### src/rtl/ulpb_rx_dispatch.sv
// ulpb_rx_dispatch
// Sits between a ulpb_node32 RX port and the local layer (CLK_EXT domain).
// Each received message is compared against NUM_CTRL masked control addresses:
// matching messages are acked locally and queued for the control logic, all
// others are forwarded to the user RX port with the same 4-phase REQ/ACK
// handshake.
// Build option: define ULPB_RXD_BACKPRESSURE_EN to withhold the node ack while
// the control FIFO is full (no drops, OVERFLOW tied low). Without it a control
// message arriving at a full FIFO is acked, discarded and flagged in OVERFLOW.
module ulpb_rx_dispatch #(
  parameter int ADDR_WIDTH = 8,
  parameter int DATA_WIDTH = 32,
  parameter int NUM_CTRL   = 2,
  parameter logic [NUM_CTRL*ADDR_WIDTH-1:0] CTRL_ADDRS = {8'h01, 8'h02},
  parameter logic [NUM_CTRL*ADDR_WIDTH-1:0] CTRL_MASKS = {8'hff, 8'hff},
  parameter int FIFO_DEPTH = 4,
  parameter int PTR_W      = 2,
  parameter int IDX_W      = 1
) (
  input  logic                  CLK_EXT,
  input  logic                  RESETn,
  input  logic [ADDR_WIDTH-1:0] NODE_RX_ADDR,
  input  logic [DATA_WIDTH-1:0] NODE_RX_DATA,
  input  logic                  NODE_RX_REQ,
  output logic                  NODE_RX_ACK,
  output logic [ADDR_WIDTH-1:0] RX_ADDR,
  output logic [DATA_WIDTH-1:0] RX_DATA,
  output logic                  RX_REQ,
  input  logic                  RX_ACK,
  input  logic [NUM_CTRL-1:0]   CTRL_EN,
  output logic                  CTRL_VALID,
  input  logic                  CTRL_RD,
  output logic [ADDR_WIDTH-1:0] CTRL_ADDR,
  output logic [DATA_WIDTH-1:0] CTRL_DATA,
  output logic [IDX_W-1:0]      CTRL_IDX,
  output logic [PTR_W:0]        FIFO_LEVEL,
  output logic                  OVERFLOW,
  input  logic                  OVF_CLR
);

  localparam int ENT_W = ADDR_WIDTH + DATA_WIDTH + IDX_W;

  typedef enum logic [2:0] {
    S_IDLE,
    S_USER,
    S_WAIT_ACK,
    S_CAPTURE,
    S_WAIT_LOW
  } state_t;

  state_t                  state_reg;
  logic                    req_meta_reg;
  logic                    req_s_reg;
  logic [ADDR_WIDTH-1:0]   addr_reg;
  logic [DATA_WIDTH-1:0]   data_reg;
  logic [IDX_W-1:0]        idx_reg;
  logic                    node_ack_reg;
  logic                    rx_req_reg;
  logic [ADDR_WIDTH-1:0]   rx_addr_reg;
  logic [DATA_WIDTH-1:0]   rx_data_reg;

  logic [NUM_CTRL-1:0]     ch_match;
  logic                    any_match;
  logic [IDX_W-1:0]        match_idx;

  logic [ENT_W-1:0]        mem [FIFO_DEPTH];
  logic [PTR_W-1:0]        wr_ptr_reg;
  logic [PTR_W-1:0]        rd_ptr_reg;
  logic [PTR_W:0]          level_reg;
  logic [ENT_W-1:0]        head;
  logic                    fifo_empty;
  logic                    fifo_full;
  logic                    pop;
  logic                    push;

  // Per-channel masked address compare; a disabled channel never matches.
  for (genvar gi = 0; gi < NUM_CTRL; gi++) begin : g_match
    assign ch_match[gi] = CTRL_EN[gi] &&
      (((NODE_RX_ADDR ^ CTRL_ADDRS[gi*ADDR_WIDTH +: ADDR_WIDTH]) &
        CTRL_MASKS[gi*ADDR_WIDTH +: ADDR_WIDTH]) == '0);
  end

  // Priority encode: the lowest matching channel wins.
  always_comb begin
    any_match = |ch_match;
    match_idx = '0;
    for (int i = NUM_CTRL - 1; i >= 0; i--) begin
      if (ch_match[i]) match_idx = IDX_W'(i);
    end
  end

  assign fifo_empty = (level_reg == '0);
  assign fifo_full  = (level_reg == (PTR_W + 1)'(FIFO_DEPTH));
  assign pop        = CTRL_RD && !fifo_empty;
  // A pop in the same cycle frees the slot the capture needs.
  assign push       = (state_reg == S_CAPTURE) && (!fifo_full || pop);

  // Two-flop synchroniser for the node request, which is asynchronous to CLK_EXT.
  always_ff @(posedge CLK_EXT or negedge RESETn) begin
    if (!RESETn) begin
      req_meta_reg <= 1'b0;
      req_s_reg    <= 1'b0;
    end else begin
      req_meta_reg <= NODE_RX_REQ;
      req_s_reg    <= req_meta_reg;
    end
  end

  // Handshake FSM: classify, forward to user or capture into the FIFO.
  always_ff @(posedge CLK_EXT or negedge RESETn) begin
    if (!RESETn) begin
      state_reg    <= S_IDLE;
      addr_reg     <= '0;
      data_reg     <= '0;
      idx_reg      <= '0;
      node_ack_reg <= 1'b0;
      rx_req_reg   <= 1'b0;
      rx_addr_reg  <= '0;
      rx_data_reg  <= '0;
    end else begin
      case (state_reg)
        S_IDLE: begin
          if (req_s_reg) begin
            addr_reg <= NODE_RX_ADDR;
            data_reg <= NODE_RX_DATA;
            idx_reg  <= match_idx;
            if (any_match) begin
              state_reg <= S_CAPTURE;
            end else begin
              rx_addr_reg <= NODE_RX_ADDR;
              rx_data_reg <= NODE_RX_DATA;
              rx_req_reg  <= 1'b1;
              state_reg   <= S_USER;
            end
          end
        end
        S_USER: begin
          node_ack_reg <= RX_ACK;
          if (!req_s_reg && RX_ACK) begin
            rx_req_reg <= 1'b0;
            state_reg  <= S_WAIT_ACK;
          end
        end
        S_WAIT_ACK: begin
          node_ack_reg <= RX_ACK;
          if (!RX_ACK) state_reg <= S_IDLE;
        end
        S_CAPTURE: begin
`ifdef ULPB_RXD_BACKPRESSURE_EN
          // Hold off the node until a slot is available.
          if (push) begin
            node_ack_reg <= 1'b1;
            state_reg    <= S_WAIT_LOW;
          end
`else
          // Always ack; a full FIFO discards the message (see overflow flag).
          node_ack_reg <= 1'b1;
          state_reg    <= S_WAIT_LOW;
`endif
        end
        S_WAIT_LOW: begin
          if (!req_s_reg) begin
            node_ack_reg <= 1'b0;
            state_reg    <= S_IDLE;
          end
        end
        default: begin
          node_ack_reg <= 1'b0;
          rx_req_reg   <= 1'b0;
          state_reg    <= S_IDLE;
        end
      endcase
    end
  end

  // FIFO storage write; contents need no reset because the pointers gate them.
  always_ff @(posedge CLK_EXT) begin
    if (push) mem[wr_ptr_reg] <= {addr_reg, data_reg, idx_reg};
  end

  // FIFO pointers and occupancy; simultaneous push and pop keep the level.
  always_ff @(posedge CLK_EXT or negedge RESETn) begin
    if (!RESETn) begin
      wr_ptr_reg <= '0;
      rd_ptr_reg <= '0;
      level_reg  <= '0;
    end else begin
      if (push) wr_ptr_reg <= wr_ptr_reg + 1'b1;
      if (pop)  rd_ptr_reg <= rd_ptr_reg + 1'b1;
      case ({push, pop})
        2'b10:   level_reg <= level_reg + 1'b1;
        2'b01:   level_reg <= level_reg - 1'b1;
        default: level_reg <= level_reg;
      endcase
    end
  end

`ifdef ULPB_RXD_BACKPRESSURE_EN
  logic ovf_clr_unused;
  assign ovf_clr_unused = OVF_CLR;
  assign OVERFLOW       = 1'b0;
`else
  logic overflow_reg;
  logic drop;
  assign drop = (state_reg == S_CAPTURE) && !push;

  // Sticky drop flag; a drop in the same cycle as a clear keeps it set.
  always_ff @(posedge CLK_EXT or negedge RESETn) begin
    if (!RESETn)      overflow_reg <= 1'b0;
    else if (drop)    overflow_reg <= 1'b1;
    else if (OVF_CLR) overflow_reg <= 1'b0;
  end
  assign OVERFLOW = overflow_reg;
`endif

  // Head entry is read straight from storage and forced to zero when empty.
  assign head       = mem[rd_ptr_reg];
  assign CTRL_VALID = !fifo_empty;
  assign CTRL_ADDR  = fifo_empty ? '0 : head[IDX_W+DATA_WIDTH +: ADDR_WIDTH];
  assign CTRL_DATA  = fifo_empty ? '0 : head[IDX_W +: DATA_WIDTH];
  assign CTRL_IDX   = fifo_empty ? '0 : head[IDX_W-1:0];
  assign FIFO_LEVEL = level_reg;

  assign NODE_RX_ACK = node_ack_reg;
  assign RX_REQ      = rx_req_reg;
  assign RX_ADDR     = rx_addr_reg;
  assign RX_DATA     = rx_data_reg;

endmodule

### config.mk
export PLATFORM = sky130hd
export DESIGN_NAME = ulpb_rx_dispatch
export DESIGN_NICKNAME = d
export VERILOG_FILES = /design/src/rtl/ulpb_rx_dispatch.sv
export SDC_FILE = /design/constraint.sdc
export NUM_CORES = 1
export LEC_CHECK = 0
export ABC_CLOCK_PERIOD_IN_PS = 2350
export CORE_MARGIN = 5
export CORE_UTILIZATION = 33
export CTS_BUF_LIST = sky130_fd_sc_hd__clkbuf_4 sky130_fd_sc_hd__clkbuf_8
export CTS_CLUSTER_SIZE = 10
export DETAILED_ROUTE_END_ITERATION = 8
export HOLD_SLACK_MARGIN = 0.08
export PLACE_DENSITY = 0.65
export SLEW_MARGIN = 20
export SYNTH_ARGS = -nofsm -noshare
export SYNTH_HDL_FRONTEND = slang
export SYNTH_SLANG_ARGS = --single-unit
### constraint.sdc
create_clock -name CLK_EXT -period 2.35 [get_ports CLK_EXT]
set_input_delay 0.47 -clock CLK_EXT [delete_from_list [all_inputs] [get_ports CLK_EXT]]
set_output_delay 0.47 -clock CLK_EXT [all_outputs]
set_load 0.005 [all_outputs]
==> results of run 1 <==
## per-layer routing
metal	GRT usage, %	vias to the layer above	wire length (um)	share of wire (%)
li1	-	2987	-	-
met1	21.03	3308	12130	47
met2	22.51	182	12090	46
met3	3.202	30	1468	5.6
met4	3.275	0	314	1.2
met5	0	-	0	0
## cell usage in the layout, fill, tap and decap left out, types with 5 or more instances in the layout
cell               n
inv_1              7
nand3_1            5
clkinv_1           7
dfrtp_1           94
nand2_1          158
edfxtp_1         164
buf_12            19
mux4_2            41
clkdlybuf4s50_1   92
buf_6             58
clkbuf_8          47
clkbuf_4          14
o211ai_1          34
and2_4            41
clkinv_2           7
o2111ai_1         36
buf_4             29
## area by class of cell
class,count,area (um2)
multi-input combinational,369,3009
fill,2766,17300
clock inverter,18,181.4
sequential,260,7332
timing repair buffer,206,2277
inverter,9,33.78
tap,402,503.0
clock buffer,61,752.0
## per-stage QoR
step                area [um2]  util (%)  setup TNS, ns  worst slack (ns)  cells
floorplan                10430         -              0           0.01607    688
global placement         12630     40.22         -24.28           -0.4249   1215
detailed placement       12630     40.22         -26.96           -0.4744   1215
CTS                      14070     44.81         -10.57           -0.2998   1323
global route             14090     44.88         -10.86           -0.3320   1325
finish                   14090     44.88         -7.371           -0.2427   1325
## final timing paths
| check | start | end | slack, ns | cells after the start |
|---|---|---|---|---|
| max in group asynchronous | RESETn | rd_ptr_reg[0]$_DFFE_PN0P_ | 1.23 | 3 |
| worst min register to register | req_meta_reg$_DFF_PN0_ | req_s_reg$_DFF_PN0_ | 0.35 | 0 |
| worst max-delay path | rd_ptr_reg[0]$_DFFE_PN0P_ | CTRL_DATA[15] | -0.24 | 5 |
| worst min-delay path | req_meta_reg$_DFF_PN0_ | req_s_reg$_DFF_PN0_ | 0.35 | 0 |
| worst max register to register | FIFO_LEVEL[0]$_DFFE_PN0P_ | FIFO_LEVEL[2]$_DFFE_PN0P_ | 0.02 | 10 |
| min in group asynchronous | RESETn | NODE_RX_ACK$_DFFE_PN0P_ | 0.49 | 2 |
## logic make-up after synthesis
kind of cell | count (synthesis)
DFF | 260
xor gates and xnor gates | 6
AOI/OAI and AO/OA | 85
adders and majority gates | 6
muxes | 48
and+or+nand+nor | 224
buffers and inverters | 59
## worst max-delay path, delay by kind of cell, from the launching register on
| family | cells | cell delay (ns) |
|---|---|---|
| buffers and inverters | 3 | 0.36 |
| flip-flops | 1 | 0.55 |
| multiplexers | 1 | 0.54 |
| AND/OR/NAND/NOR | 1 | 0.17 |
## power by group
part	switching (W)	internal, W
registers	0.000876	0.00615
logic	0.00242	0.00402
clock network	0.00171	0.00251
total	0.00501	0.0127
## timing repair
action / in CTS / in global routing
pin swaps: 31 / 3
hold buffers: 1 / 0
hold endpoints to repair: 38 / 0
endpoints found under the setup margin: 43 / 43
gates resized for setup: 267 / 13
buffers inserted: 26 / 4
gates cloned: 3 / 0
==> results_dict.tcl, run 1 <==
set metrics [dict create \
    period_share_pct 110.3 \
    cts_inserted_buffers 43 \
    grt_usage_pct 14.49 \
    synth-edff-count 164 \
    crit_path_top_delay_cell "dfrtp_4" \
    setup_viol 41 \
    io_buffers 135 \
    num_vias 6507 \
    worstSkewPairLatency_ns 0.53 \
    synth_compound_area_share_pct 6.508 \
    grt_antenna_before_repair 0 \
    routed_wl_um 26010 \
    p_leak_nw 5.483 \
    path_cells "buf_12, buf_6, mux4_2, and2_4, buf_6" \
    synth.distinct_cells 40 \
    synth_top_family_by_area "simple AND/OR/NAND/NOR gates" \
    crit_path_max_fanout 7 \
    synth_top_area_share_pct 47.26 \
    grt_pass1_wl_um 40420 \
    rows 65 \
    syn_avg_cell_area_um2 15.15 \
    die_w_um 187.7 \
    synth_most_common_cell "edfxtp_1" \
    fin_ws_ns -0.2427 \
    drtIter0Drc 292 \
    hold_ws_ns 0.3480 \
    worst-setup-path-type "register to output port" \
    ys_ff_latch 260 \
    cts_sinks 260 \
    start_kind "register" \
    dr.pass1.iters 4 \
    top_level_ports 136 \
    timing.final.max_slew_violations 0 \
    critPathCaptureType "output port" \
    synthArstFlopShare_pct 36.92 \
    syn_nets 742 \
    synthXorXnorAreaFrac_pct 0.5043 \
    ys_seq_area_share_pct 70.32 \
    status "finished with violations" \
    syn-cell-area_mm2 0.01042 \
    drc 0 \
    diodes 0 \
    layout.nets 943 \
    clockBufferDepth 3 \
    relSlewSlack_pct 59.65 \
    h-tree-depth 2 \
    power_density_mw_per_mm2 1255 \
    drive_gt1_share_pct 31.64 \
    grt_max_degree 41 \
    synth_area_leaders "edfxtp_1 (47%), dfrtp_1 (23%), mux4_2 (8.9%)" \
    finClkSkew_ns 0.01983 \
    cp_common_cell "buf_6" \
    tritoncts "done" \
    ys_warn_count 0 \
    rsz0062_at_grt "yes" \
    ctsRootBufferMaster "clkbuf_8" \
    grt_pass1_vias 6805 \
    grt_overflow_total 0 \
    die-area_mm2 0.03523 \
    synth_adder_area_share_pct 0.7925 \
    viasPerCell 4.911 \
    coreArea_mm2 0.03139 \
    hpwlAfterDp_um 16460 \
    slowest_delay_ns 0.55 \
    peakVddDrop_mv 0.5665 \
    syn_inst 688 \
    worst_pin_slew_ns 0.6052 \
    power_w 0.01769 \
    gp_routability_congestion 0.7161 \
    violations "setup timing" \
    synthMuxAreaShare_pct 9.750 \
    final-hold-violation-count 0 \
    fmaxAchievable_mhz 385.7 \
    synth_top_cell_by_area "edfxtp_1" \
    wl_per_cell_um 19.63 \
    path_clk_slew_ns 0.06 \
    fin_crit_ns 2.593 \
    largest_register_ffs 164 \
    die_h_um 187.7 \
    hp-class "register to register" \
    drv_cap 0 \
    yosys.area_share.simple_pct 9.750 \
    crit_arrival_ns 2.12 \
    synth_flop_cell "edfxtp_1" \
    area_growth_syn_to_layout_pct 35.21 \
    initial_core_util_pct 33.19 \
    ant_nets 0 \
    synthTopCellsByCount "edfxtp_1 (164), nand2_1 (158), dfrtp_1 (96), and2_1 (46), mux4_2 (41)" \
    worstPathRequired_ns 1.88 \
]
Power figures use the tool's default switching activity.
==> run 2: changes to the inputs <==
Settings changed: CELL_PAD_IN_SITES_DETAIL_PLACEMENT from default to 0, CELL_PAD_IN_SITES_GLOBAL_PLACEMENT from default to 1, GPL_ROUTABILITY_DRIVEN from default to 0, GPL_TIMING_DRIVEN from default to 0, PLACE_DENSITY 0.65 to 0.74.
==> run 2 against run 1 <==
Compared with the run above: the run still ends with setup timing left; critical path depth grew 1; setup slack improved by 0.057 ns; cell area down 2.6%; wire length rose by 9.1%; via count rose by 1.6%; critical endpoint unchanged; largest cell class unchanged; largest power group unchanged.
==> results_dict.tcl, run 2 (same netlist as run 1, synthesis figures left out) <==
set metrics [dict create \
    grt.busiest_layer "met2" \
    ctsRootBufferMaster "clkbuf_8" \
    wl_per_cell_um 21.46 \
    drv_cap 0 \
    switching_share_pct 28.83 \
    cp-startpoint "rd_ptr_reg[0]$_DFFE_PN0P_" \
    slowest_delay_ns 0.49 \
    h-tree-depth 2 \
    grt_pass1_vias 7091 \
    seq_power_share_pct 40.6 \
    peakVddDrop_mv 0.5176 \
    fill_cells 2829 \
    grt_max_degree 70 \
    place_area_mm2 0.01232 \
    path_cells "buf_12, buf_12, buf_6, mux4_2, and2_4, buf_6" \
    fin_crit_ns 2.535 \
    dr.pass1.iters 5 \
    coreArea_mm2 0.03139 \
    setup_viol 41 \
    viasPerCell 4.999 \
    fmaxAchievable_mhz 394.4 \
    p_sw_w 0.004958 \
    hpwlAfterDp_um 17300 \
    io_buffers 135 \
    critPathCaptureType "output port" \
    violations "setup timing" \
    mostFrequentLayoutCells "edfxtp_1 (164), nand2_1 (158), dfrtp_1 (92), clkdlybuf4s50_1 (92), clkbuf_8 (54)" \
    comb_power_share_pct 35.2 \
    worst-setup-path-type "register to output port" \
    path_clk_slew_ns 0.06 \
    clockBufferDepth 3 \
    diodes 0 \
    crit_path_top_delay_cell "mux4_2" \
    power_w 0.01720 \
    grt_antenna_before_repair 0 \
    reg2reg_from "FIFO_LEVEL[0]$_DFFE_PN0P_" \
    power_density_mw_per_mm2 1253 \
    drive_gt1_share_pct 28.70 \
    final_common_cell "edfxtp_1" \
    layout.nets 941 \
    start_kind "register" \
    final-hold-violation-count 0 \
    clockPowerShare_pct 24.2 \
    top_level_ports 136 \
    grt_usage_pct 15.58 \
    cts_inserted_buffers 42 \
    stdcell_area_mm2 0.01372 \
    p_leak_nw 5.310 \
    worstPathRequired_ns 1.88 \
    cts_sinks 260 \
    worst_pin_slew_ns 0.7051 \
    grt_use_met3_pct 3.946 \
    die_h_um 187.7 \
    initial_core_util_pct 33.19 \
    drc 0 \
    timing.final.max_slew_violations 0 \
    largest_register_ffs 164 \
    use_met1_pct 20.63 \
    num_vias 6609 \
    grt_pass1_wl_um 42540 \
    die_w_um 187.7 \
    finClkSkew_ns 0.01111 \
    relSlewSlack_pct 53.00 \
    met2_usage_pct 26.15 \
    tritoncts "done" \
    drtIter0Drc 398 \
    period_share_pct 107.9 \
    area_growth_syn_to_layout_pct 31.69 \
    ant_nets 0 \
    p_int_w 0.01224 \
    rows 65 \
    min_from "req_meta_reg$_DFF_PN0_" \
    rsz0062_at_grt "yes" \
    crit_arrival_ns 2.07 \
    routed_wl_um 28380 \
    fin_ws_ns -0.1854 \
    status "finished with violations" \
    hp-class "register to register" \
    worstSkewPairLatency_ns 0.53 \
    grt_overflow_total 0 \
    die-area_mm2 0.03523 \
    crit_path_max_fanout 8 \
]
[run 2: changes by cell type in the layout (fill, tap and decap cells not counted), moves of 4 or more]
cell,previous run,this run
clkbuf_4,14,23
clkinv_1,7,1
buf_4,29,7
clkbuf_1,0,23
clkbuf_8,47,54
buf_2,2,12
buf_12,19,5
clkinv_2,7,2
and2_1,1,5
buf_6,58,45
[run 2: repair_timing]
action / in CTS / in global routing
pin swaps: 39 / 11
gates cloned: 4 / 5
setup endpoints to repair: 72 / 224
hold buffers: 1 / 0
endpoints found under the hold margin: 27 / 0
gates resized for setup: 290 / 28
setup buffers: 16 / 2
[run 2: cell type report]
type                    instances  area, um2  share of cell area, %
clock inverters                 5      51.30                 0.3738
clock buffers                  72      872.1                  6.355
repair buffers                155       1597                  11.63
multi-input cells             374       3029                  22.08
flip-flops and latches        260       7332                  53.43
plain buffers                  45      304.0                  2.216
well taps                     402      503.0                  3.666
inverters                       9      33.78                 0.2462
[run 2: worst max-delay path: cells and delay by family (launching register included)]
family,cells,cell delay (ns)
buf+inv,4,0.50
mux,1,0.49
flops,1,0.37
simple gates,1,0.17
[run 2: through the flow]
stage / worst slack (ns) / TNS (ns) / instances / hold slack (ns) / util (%)
3_5_place_dp: -0.6726 / -69.05 / 1226 / 0.3469 / 39.25
2_1_floorplan: 0.01607 / 0 / 688 / 0.1744 / -
5_1_grt: -0.2543 / -7.636 / 1322 / 0.3743 / 43.71
3_3_place_gp: -3.409 / -451.56 / 1225 / 0.3412 / 39.14
4_1_cts: -0.2259 / -7.712 / 1322 / 0.3585 / 43.79
6_report: -0.1854 / -4.084 / 1322 / 0.3654 / 43.71
[run 2: worst paths after layout]
kind | endpoint | slack (ns) | cells after the start
worst min register to register | req_s_reg$_DFF_PN0_ | 0.37 | 0
max in group asynchronous | RX_ADDR[2]$_DFFE_PN0P_ | 1.28 | 3
worst min-delay path | req_s_reg$_DFF_PN0_ | 0.37 | 0
worst max-delay path | CTRL_DATA[15] | -0.19 | 6
min in group asynchronous | OVERFLOW$_DFFE_PN0P_ | 0.38 | 2
worst max register to register | FIFO_LEVEL[2]$_DFFE_PN0P_ | 0.10 | 9
[run 2: per-layer routing]
layer | part of all wire, % | vias to the layer above
met5 | 0 | -
met4 | 1.6 | 0
met3 | 6.8 | 43
met2 | 48 | 226
met1 | 43 | 3353
li1 | - | 2987
[run 2: power by group through the flow]
stage	combinational (W)	clock (W)	sequential [W]
2_1_floorplan	0.00248	0	0.00682
3_3_place_gp	0.00513	0	0.00693
3_5_place_dp	0.00520	0	0.00700
4_1_cts	0.00631	0.00427	0.00695
5_1_grt	0.00658	0.00449	0.00711
6_report	0.00606	0.00416	0.00697
==> run 3: changes to the inputs <==
Settings changed: HOLD_SLACK_MARGIN 0.08 to 0.03, SETUP_SLACK_MARGIN from default to 0.02.
==> run 3 against run 2 <==
Compared with the run above: highest routed layer unchanged; combinational power fell by 1%; critical endpoint is now CTRL_DATA[0]; power down 0.80%; worst hold slack improved by 0.0034 ns; sequential share of layout area hardly changed; the flow still finishes with violations (setup timing).
==> results_dict.tcl, run 3 (same netlist as run 1, synthesis figures left out) <==
set metrics [dict create \
    diodes 0 \
    ant_nets 0 \
    hpwlAfterDp_um 17230 \
    p_int_w 0.01213 \
    crit_arrival_ns 2.11 \
    seq_power_share_pct 40.6 \
    crit_path_top_delay_cell "mux4_2" \
    peakVddDrop_mv 0.4871 \
    drv_cap 0 \
    dp.cells 1226 \
    grt_pass1_vias 7094 \
    io_buffers 135 \
    slowest_delay_ns 0.53 \
    worstSkewPairLatency_ns 0.53 \
    p_sw_w 0.004925 \
    hp-class "register to register" \
    place_area_mm2 0.01233 \
    die_w_um 187.7 \
    switching_share_pct 28.87 \
    worst-setup-path-type "register to output port" \
    power_w 0.01706 \
    critPathCaptureType "output port" \
    crit_buf_inv 4 \
    hold_path_depth 0 \
    cts_sinks 260 \
    die_h_um 187.7 \
    rr_worst_depth 10 \
    timing.final.max_slew_violations 0 \
    drive_gt1_share_pct 28.62 \
    num_vias 6517 \
    final_common_cell "edfxtp_1" \
    routed_wl_um 27850 \
    fin_ws_ns -0.2267 \
    grt_max_degree 59 \
    drc 0 \
    largest_register_ffs 164 \
    comb_power_share_pct 35.1 \
    viasPerCell 4.907 \
    grt_antenna_before_repair 0 \
    fmaxAchievable_mhz 388.1 \
    wl_per_cell_um 20.97 \
    rows 65 \
    grt_overflow_total 0 \
    dp_worst_setup_slack_ns -0.5584 \
    clockPowerShare_pct 24.3 \
    stdcell_area_mm2 0.01370 \
    h-tree-depth 2 \
    tritoncts "done" \
    power_density_mw_per_mm2 1245 \
    layout.nets 946 \
    fin_crit_ns 2.577 \
    die-area_mm2 0.03523 \
    path_clk_slew_ns 0.06 \
    worst_pin_slew_ns 0.6902 \
    clockBufferDepth 3 \
    finClkSkew_ns 0.01170 \
    p_leak_nw 5.314 \
    relSlewSlack_pct 53.79 \
    area_growth_syn_to_layout_pct 31.52 \
    setup_viol 42 \
    drtIter0Drc 466 \
    crit_path_max_fanout 7 \
    rsz0062_at_grt "yes" \
    r2r_setup_slack_ns -0.02 \
    period_share_pct 109.6 \
    initial_core_util_pct 33.19 \
    final-hold-violation-count 0 \
    whs_endpoint "req_s_reg$_DFF_PN0_" \
    cp_common_cell "buf_12" \
    path_cells "buf_12, buf_12, buf_12, mux4_2, and2_4, buf_6" \
    mostFrequentLayoutCells "edfxtp_1 (164), nand2_1 (158), dfrtp_1 (95)" \
    top_level_ports 136 \
    grt_usage_pct 15.50 \
    min_from "req_meta_reg$_DFF_PN0_" \
    cts_inserted_buffers 44 \
    dr.pass1.iters 4 \
    reg2reg_from "FIFO_LEVEL[1]$_DFFE_PN0P_" \
    fill_cells 2839 \
    start_kind "register" \
    status "finished with violations" \
    worstPathRequired_ns 1.88 \
    setup_tns_ns -6.306 \
    coreArea_mm2 0.03139 \
    grt_pass1_wl_um 42340 \
    ctsRootBufferMaster "clkbuf_8" \
    path_delay_family "multiplexers" \
    r2r_end "FIFO_LEVEL[2]$_DFFE_PN0P_" \
    violations "setup timing" \
    instances_no_fill 1328 \
]
==> run 3: worst reg2reg max path: cells and delay by family, from the launching register on <==
family | cells | cell delay [ns]
buf+inv | 3 | 0.26
simple gates | 3 | 0.78
xor+xnor | 2 | 0.32
fa+ha+maj | 2 | 0.51
flops | 1 | 0.40
==> run 3: worst max path at each step <==
| stage | startpoint | to | slack [ns] | cells past startpoint |
|---|---|---|---|---|
| finish | rd_ptr_reg[0]$_DFFE_PN0P_ | CTRL_DATA[0] | -0.23 | 6 |
| global route | FIFO_LEVEL[0]$_DFFE_PN0P_ | CTRL_DATA[25] | -0.30 | 5 |
| CTS | rd_ptr_reg[0]$_DFFE_PN0P_ | CTRL_ADDR[5] | -0.31 | 7 |
| detailed placement | CTRL_RD | FIFO_LEVEL[2]$_DFFE_PN0P_ | -0.56 | 10 |
| global placement | RESETn | RX_ADDR[5]$_DFFE_PN0P_ | -3.39 | 1 |
| floorplan | CTRL_RD | FIFO_LEVEL[2]$_DFFE_PN0P_ | 0.04 | 9 |
==> run 3: metal layers <==
layer / vias up / share of wire [%] / global-route usage, %
li1: 2999 / - / -
met1: 3266 / 42 / 20.59
met2: 208 / 50 / 26.30
met3: 44 / 6.5 / 3.202
met4: 0 / 1.8 / 3.783
met5: - / 0 / 0
==> run 3: final cells by class <==
cell class | instances | area [um2] | share of cell area (%)
Sequential cell | 260 | 7328 | 53.47
Multi-Input combinational cell | 373 | 3013 | 21.98
Timing Repair Buffer | 160 | 1637 | 11.94
Clock buffer | 71 | 845.8 | 6.172
Tap cell | 402 | 503.0 | 3.670
Buffer | 44 | 275.3 | 2.009
Clock inverter | 9 | 68.82 | 0.5021
Inverter | 9 | 33.78 | 0.2465
==> run 3: per-stage QoR <==
step                      hold WS (ns)  util [%]
after floorplan                 0.1744         -
after global placement          0.3349     39.16
after detailed placement        0.3516     39.26
after CTS                       0.3658     43.93
after global routing            0.3822     43.65
final                           0.3688     43.65
==> run 3: repair_timing <==
action,4_1_cts,5_1_grt
endpoints found under the setup margin,85,129
hold endpoints to repair,38,0
cloned,4,4
buffers inserted,21,4
hold buffers,1,0
pin swaps,32,13
resized for setup,267,26
==> run 3: power groups by stage <==
stage / Sequential, W / Combinational (W) / Clock (W)
6_report: 0.00693 / 0.00599 / 0.00414
5_1_grt: 0.00708 / 0.00653 / 0.00448
4_1_cts: 0.00693 / 0.00632 / 0.00425
3_3_place_gp: 0.00694 / 0.00511 / 0
3_5_place_dp: 0.00700 / 0.00517 / 0
2_1_floorplan: 0.00682 / 0.00249 / 0
